File: config.mk
export PLATFORM = sky130hd
export DESIGN_NAME = uart_rx
export DESIGN_NICKNAME = d
export VERILOG_FILES = /design/src/rtl/uart_pkg.sv /design/src/rtl/uart_rx_sync.sv /design/src/rtl/uart_rx.sv
export SDC_FILE = /design/constraint.sdc
export NUM_CORES = 1
export LEC_CHECK = 0
export ABC_AREA = 1
export CAP_MARGIN = 20
export CORE_MARGIN = 10
export CORE_UTILIZATION = 55
export DETAILED_ROUTE_END_ITERATION = 16
export MAX_ROUTING_LAYER = met4
export PLACE_DENSITY = 0.81
export SYNTH_ARGS = -nofsm -noshare
export SYNTH_HDL_FRONTEND = slang
export SYNTH_HIERARCHICAL = 1
export SYNTH_SLANG_ARGS = --single-unit
File: constraint.sdc
create_clock -name clk -period 3.35 [get_ports clk]
set_input_delay 0.67 -clock clk [delete_from_list [all_inputs] [get_ports clk]]
set_output_delay 0.67 -clock clk [all_outputs]
set_load 0.02 [all_outputs]
File: src/rtl/uart_pkg.sv
// Shared constants and receiver state encoding for the UART receiver.
package uart_pkg;

   localparam int unsigned DATA_BITS = 16;
   localparam int unsigned CNT_W     = 8;
   localparam int unsigned IDX_W     = 4;

   localparam logic START_BIT = 1'b0;
   localparam logic STOP_BIT  = 1'b1;

   typedef enum logic [2:0] {
      R_IDLE   = 3'd0,
      R_START  = 3'd1,
      R_DATA   = 3'd2,
      R_PARITY = 3'd3,
      R_STOP   = 3'd4
   } rx_state_e;

   // Even parity: the parity bit that makes the total count of ones even.
   function automatic logic even_parity(input logic [DATA_BITS-1:0] d);
      return ^d;
   endfunction

endpackage

File: src/rtl/uart_rx_sync.sv
// Two-flop synchronizer for the asynchronous serial line; resets to idle (1).
module uart_rx_sync (
   input  logic clk,
   input  logic reset_n,
   input  logic d,
   output logic q
);

   logic meta_q;

   // Double-register the line; preset high so reset never looks like a start bit.
   always_ff @(posedge clk or negedge reset_n) begin
      if (!reset_n) begin
         meta_q <= 1'b1;
         q      <= 1'b1;
      end else begin
         meta_q <= d;
         q      <= meta_q;
      end
   end

endmodule

File: src/rtl/uart_rx.sv
// UART receiver: 16 data bits LSB first, optional even parity, one stop bit.
// Define UART_RX_PARITY_EN to include the parity bit and its check.
module uart_rx
   import uart_pkg::*;
#(
   parameter int unsigned CLKS_PER_BIT = 5
) (
   input  logic        clk,
   input  logic        reset_n,
   input  logic        i_rx,
   output logic [15:0] o_data,
   output logic        o_valid,
   output logic        o_frame_err,
   output logic        o_parity_err,
   output logic        o_busy
);

   localparam logic [CNT_W-1:0] CNT_LAST = CNT_W'(CLKS_PER_BIT - 1);
   localparam logic [CNT_W-1:0] CNT_HALF = CNT_W'((CLKS_PER_BIT - 1) / 2);
   localparam logic [IDX_W-1:0] IDX_LAST = IDX_W'(DATA_BITS - 1);

   logic                 rx_s;
   rx_state_e            state_q, state_d;
   logic [CNT_W-1:0]     cnt_q, cnt_d;
   logic [IDX_W-1:0]     idx_q, idx_d;
   logic [DATA_BITS-1:0] shift_q, shift_d;
   logic [DATA_BITS-1:0] data_q, data_d;
   logic                 valid_q, valid_d;
   logic                 ferr_q, ferr_d;
   logic                 busy_q, busy_d;
`ifdef UART_RX_PARITY_EN
   logic                 par_bad_q, par_bad_d;
   logic                 perr_q, perr_d;
`endif

   uart_rx_sync u_sync (
      .clk     (clk),
      .reset_n (reset_n),
      .d       (i_rx),
      .q       (rx_s)
   );

   // Next-state and registered-output logic; the bit counter only advances
   // toward a sample point and is cleared at each one, so it never wraps.
   always_comb begin
      state_d = state_q;
      cnt_d   = cnt_q;
      idx_d   = idx_q;
      shift_d = shift_q;
      data_d  = data_q;
      valid_d = 1'b0;
      ferr_d  = 1'b0;
`ifdef UART_RX_PARITY_EN
      par_bad_d = par_bad_q;
      perr_d    = 1'b0;
`endif
      case (state_q)
         R_IDLE: begin
            if (rx_s == START_BIT) begin
               state_d = R_START;
               cnt_d   = '0;
            end
         end
         R_START: begin
            if (cnt_q == CNT_HALF) begin
               if (rx_s == START_BIT) begin
                  state_d = R_DATA;
                  cnt_d   = '0;
                  idx_d   = '0;
`ifdef UART_RX_PARITY_EN
                  par_bad_d = 1'b0;
`endif
               end else begin
                  state_d = R_IDLE;
               end
            end else begin
               cnt_d = cnt_q + CNT_W'(1);
            end
         end
         R_DATA: begin
            if (cnt_q == CNT_LAST) begin
               cnt_d          = '0;
               shift_d[idx_q] = rx_s;
               if (idx_q == IDX_LAST) begin
`ifdef UART_RX_PARITY_EN
                  state_d = R_PARITY;
`else
                  state_d = R_STOP;
`endif
               end else begin
                  idx_d = idx_q + IDX_W'(1);
               end
            end else begin
               cnt_d = cnt_q + CNT_W'(1);
            end
         end
`ifdef UART_RX_PARITY_EN
         R_PARITY: begin
            if (cnt_q == CNT_LAST) begin
               cnt_d     = '0;
               par_bad_d = (rx_s != even_parity(shift_q));
               state_d   = R_STOP;
            end else begin
               cnt_d = cnt_q + CNT_W'(1);
            end
         end
`endif
         R_STOP: begin
            if (cnt_q == CNT_LAST) begin
               cnt_d   = '0;
               state_d = R_IDLE;
               if (rx_s != STOP_BIT) begin
                  ferr_d = 1'b1;
`ifdef UART_RX_PARITY_EN
               end else if (par_bad_q) begin
                  perr_d = 1'b1;
`endif
               end else begin
                  valid_d = 1'b1;
                  data_d  = shift_q;
               end
            end else begin
               cnt_d = cnt_q + CNT_W'(1);
            end
         end
         default: state_d = R_IDLE;
      endcase
      busy_d = (state_d != R_IDLE);
   end

   // State and output registers.
   always_ff @(posedge clk or negedge reset_n) begin
      if (!reset_n) begin
         state_q <= R_IDLE;
         cnt_q   <= '0;
         idx_q   <= '0;
         shift_q <= '0;
         data_q  <= '0;
         valid_q <= 1'b0;
         ferr_q  <= 1'b0;
         busy_q  <= 1'b0;
`ifdef UART_RX_PARITY_EN
         par_bad_q <= 1'b0;
         perr_q    <= 1'b0;
`endif
      end else begin
         state_q <= state_d;
         cnt_q   <= cnt_d;
         idx_q   <= idx_d;
         shift_q <= shift_d;
         data_q  <= data_d;
         valid_q <= valid_d;
         ferr_q  <= ferr_d;
         busy_q  <= busy_d;
`ifdef UART_RX_PARITY_EN
         par_bad_q <= par_bad_d;
         perr_q    <= perr_d;
`endif
      end
   end

   assign o_data      = data_q;
   assign o_valid     = valid_q;
   assign o_frame_err = ferr_q;
   assign o_busy      = busy_q;
`ifdef UART_RX_PARITY_EN
   assign o_parity_err = perr_q;
`else
   assign o_parity_err = 1'b0;
`endif

endmodule

==> impl_summary.log <==
INFO  metric run_status = finished clean
INFO  metric critical_path.endpoint_type = output port
INFO  metric areaGrowthSynthToFinish = 12.2%
INFO  metric path_max_fanout = 2
INFO  metric crit_chain = clkdlybuf4s50_1
INFO  metric hold_violations = 0
INFO  metric syn_inst = approximately 320
INFO  metric placed_area = 2810 um^2
INFO  metric finalSetupViolations = 0
INFO  metric design.final.nets = 348
INFO  metric setup.worst_path.start_class = flip-flop
INFO  metric dieWidth = between 80 and 90 um
INFO  metric worst_skew_pair.late_latency = about 0.31 ns
INFO  metric clock_power_share = 0.250
INFO  metric synth-seq-cells = 52
INFO  metric syn-mean-instance-area = 8.18 um^2
INFO  metric timing.critical_path.slowest_stage_cell = sky130_fd_sc_hd__clkdlybuf4s50_1
INFO  metric hold_path_class = reg -> reg
INFO  metric finalCriticalPeriod = 1.98 ns
INFO  metric pin_count_of_the_biggest_net_entering_global_routing = 36
INFO  metric dp_hpwl = about 3.8 mm
INFO  metric post-route-cell-area = about 2900 um^2
INFO  metric fmax = roughly 500 MHz
INFO  metric routedWlPerCell = 13.1 um
INFO  metric synth_compound_area_frac = 0.0542
INFO  metric yosysUniqueCellTypes = 33
INFO  metric grt_setup_unrepaired = false
INFO  metric path_class = reg -> out
INFO  metric cts_repair_resize_count = 0
INFO  metric vdd_ir_drop_max = a little over 0.0004 V
INFO  metric cp_data_arrival_time = 1.31 ns
INFO  metric ioPinCount = 23
INFO  metric p_sw = approximately 0.54 mW
INFO  metric internal_power = roughly 0.96 mW
INFO  metric finish.utilization = 0.653
INFO  metric critical_path_buf_inv_count = 1
INFO  metric antenna-diode-count = 0
INFO  metric clock_path_buffers = 2
INFO  metric floorplan.initialDensity = 0.582
INFO  metric place.port_buffers = 21
INFO  metric cts_root_buffer = sky130_fd_sc_hd__clkbuf_8
INFO  metric power_switching_share = 0.360
INFO  metric synth.area.mux_share = 0
INFO  metric cts_hold_buffers = 0
INFO  metric design.core.area = 4440 um^2
INFO  metric max_cap_viols = 0
INFO  metric yosys.area_share.xor_xnor = 0.00678
INFO  metric net_count_of_the_mapped_netlist = between 300 and 400
INFO  metric drc_errors = 0
INFO  metric cts.htree.levels = 2
INFO  metric clkTransAtPathRegs = 0.10 ns
INFO  metric netlist_area = between 2000 and 3000 um^2
INFO  metric max_stage_delay = 0.61 ns
INFO  metric number_of_clock_sinks = 52
INFO  metric drive_above_1_share = 0.0737
INFO  metric timing.hold.ws = 0.361 ns
INFO  metric simple_logic_cell_fraction_of_the_synthesized_area = 0.332
INFO  metric timing.final.crit_share = 0.591
INFO  metric power.density_cell_area = ~520 nW/um^2
INFO  metric global_route.usage.total = 0.147
INFO  metric die_area = between 7000 and 8000 um^2
INFO  metric ant_nets = 0
INFO  metric final.setup_skew = a little over 0.01 ns
INFO  metric timing.critical_path.required = around 2.7 ns
INFO  metric rows = 24
INFO  metric power.share.sequential = 0.486
INFO  metric multiInputGateArea = 1110 um^2
INFO  metric grt_remaining_overflow = 0
INFO  metric seq_area = 1300 um^2
INFO  metric post-cts-setup-buffers = 0
INFO  metric total_detailed_routing_wirelength = ~5.1 mm
INFO  metric total_leakage_power = about 1.5 nW
INFO  metric synth.yosys.warnings = 6
INFO  metric drtIter0Drc = between 150 and 200
INFO  metric die_height = 88.6 um
INFO  metric synth-adder-area-share = 0.0339
INFO  metric setup-tns-final = 0 ns
INFO  metric grt_pass1_vias = 1985
INFO  metric dominant_combinational_cell_family_by_area_after_synthesis = simple AND/OR/NAND/NOR gates
INFO  metric maxSlewViolCount = 0
INFO  metric grt_pass1_wl = about 8.9 mm
INFO  metric synth.yosys.seq_area_share = 0.504
INFO  metric total_clock_buffers_created_by_cts = 5
INFO  metric p_comb_frac = 0.264
INFO  metric max_slew.worst_pin.slew = around 0.8 ns
INFO  metric cp_top_family = buffers and inverters
INFO  metric detailroute.via_count = slightly below 2000
INFO  metric gpl.final_weighted_congestion = 0.902
INFO  metric antenna_found_initial = 0
INFO  metric cts_tree = done
INFO  metric post_drt_via_cell_ratio = 5.09
INFO  metric worst_slew_margin_rel = 0.475
INFO  metric final.fill_count = 386
INFO  metric detailedRoute.firstPassIterationCount = 4
==> registers in the layout, summed over array words and instances (netlist names) <==
signal,cells
idx_q,4
cnt_q,8
o_frame_err,1
u_sync/meta_q,1
o_data,16
o_busy,1
state_q,3
o_valid,1
u_sync/q,1
shift_q,16
==> cells in the mapped netlist (all sizes together) <==
master  instances  area share
xor2            1      0.0034
dfrtp          50        0.48
nand3          38       0.083
xnor2           1      0.0034
a21oi           1      0.0019
o21ai          20       0.040
clkbuf          1      0.0015
nand2         128        0.19
nand3b          1      0.0029
dfstp           2       0.020
o21bai          2      0.0058
inv            29       0.043
buf             6       0.021
clkinv          1      0.0019
ha              7       0.034
conb            1      0.0015
nor2           22       0.047
nor3            2      0.0039
o221ai          1      0.0034
nand4           1      0.0024
o31ai           1      0.0029
==> logic make-up after synthesis <==
logic type	after synthesis
buffers and inverters	37
other	1
adders and majority gates	7
DFF	52
AOI/OAI and AO/OA	25
and+or+nand+nor	192
xor gates and xnor gates	2
==> final cells by class <==
cell class,instances,share of cell area
multi-input combinational,227,0.382
clock buffer,5,0.0237
tap,52,0.0224
inverter,30,0.0401
timing repair buffer,22,0.0733
sequential,52,0.449
clock inverter,3,0.00949
==> layout by cell type, fill, tap and decap left out, types with 2 or more instances in the layout <==
cell type                         Yosys  final
sky130_fd_sc_hd__nor2_1              18     18
sky130_fd_sc_hd__dfstp_2              2      2
sky130_fd_sc_hd__nand2_1            125    125
sky130_fd_sc_hd__ha_1                 7      7
sky130_fd_sc_hd__inv_1               27     27
sky130_fd_sc_hd__nand3_4              2      2
sky130_fd_sc_hd__o21ai_0              8      8
sky130_fd_sc_hd__o21bai_1             2      2
sky130_fd_sc_hd__nor3_1               2      2
sky130_fd_sc_hd__nand2_4              2      2
sky130_fd_sc_hd__nand3_1             36     36
sky130_fd_sc_hd__clkbuf_8             0      5
sky130_fd_sc_hd__dfrtp_1             50     50
sky130_fd_sc_hd__nor2_4               3      3
sky130_fd_sc_hd__clkdlybuf4s50_1      0     20
sky130_fd_sc_hd__o21ai_1             11     11
==> power groups by stage <==
stage          Clock (mW)  Combinational [mW]  Sequential [mW]
2_1_floorplan           0               0.304            0.727
3_3_place_gp            0               0.383            0.737
3_5_place_dp            0               0.395            0.739
4_1_cts             0.387               0.396            0.728
5_1_grt             0.412               0.446            0.735
6_report            0.374               0.395            0.729
==> path summary, 6_finish.rpt <==
kind | start | slack (ns) | cells past startpoint | to
max | o_data[5]$_DFFE_PN0P_ | 1.37 | 1 | o_data[5]
max reg2reg | cnt_q[1]$_DFFE_PN0P_ | 1.61 | 8 | o_data[12]$_DFFE_PN0P_
max in group asynchronous | reset_n | 2.11 | 2 | u_sync/meta_q$_DFF_PN1_
min | u_sync/meta_q$_DFF_PN1_ | 0.36 | 0 | u_sync/q$_DFF_PN1_
min reg2reg | u_sync/meta_q$_DFF_PN1_ | 0.36 | 0 | u_sync/q$_DFF_PN1_
min in group asynchronous | reset_n | 0.43 | 1 | shift_q[13]$_DFFE_PN0P_
==> per-stage QoR <==
stage	cells	power [mW]	setup slack, ns
global placement	383	1.12	1.70
floorplan	316	1.03	1.82
global route	391	1.59	1.32
finish	391	1.50	1.37
CTS	391	1.51	1.35
detailed placement	383	1.13	1.62
==> layer usage <==
metal / vias to the layer above / routed length, um / global-route usage / part of all wire
li1: 1036 / - / - / -
met2: 46 / 2290 / 0.218 / 0.45
met4: 0 / 80 / 0.0675 / 0.016
met1: 899 / 2480 / 0.185 / 0.48
met5: - / 0 / - / 0
met3: 8 / 272 / 0.0349 / 0.053
Power figures use the tool's default switching activity.
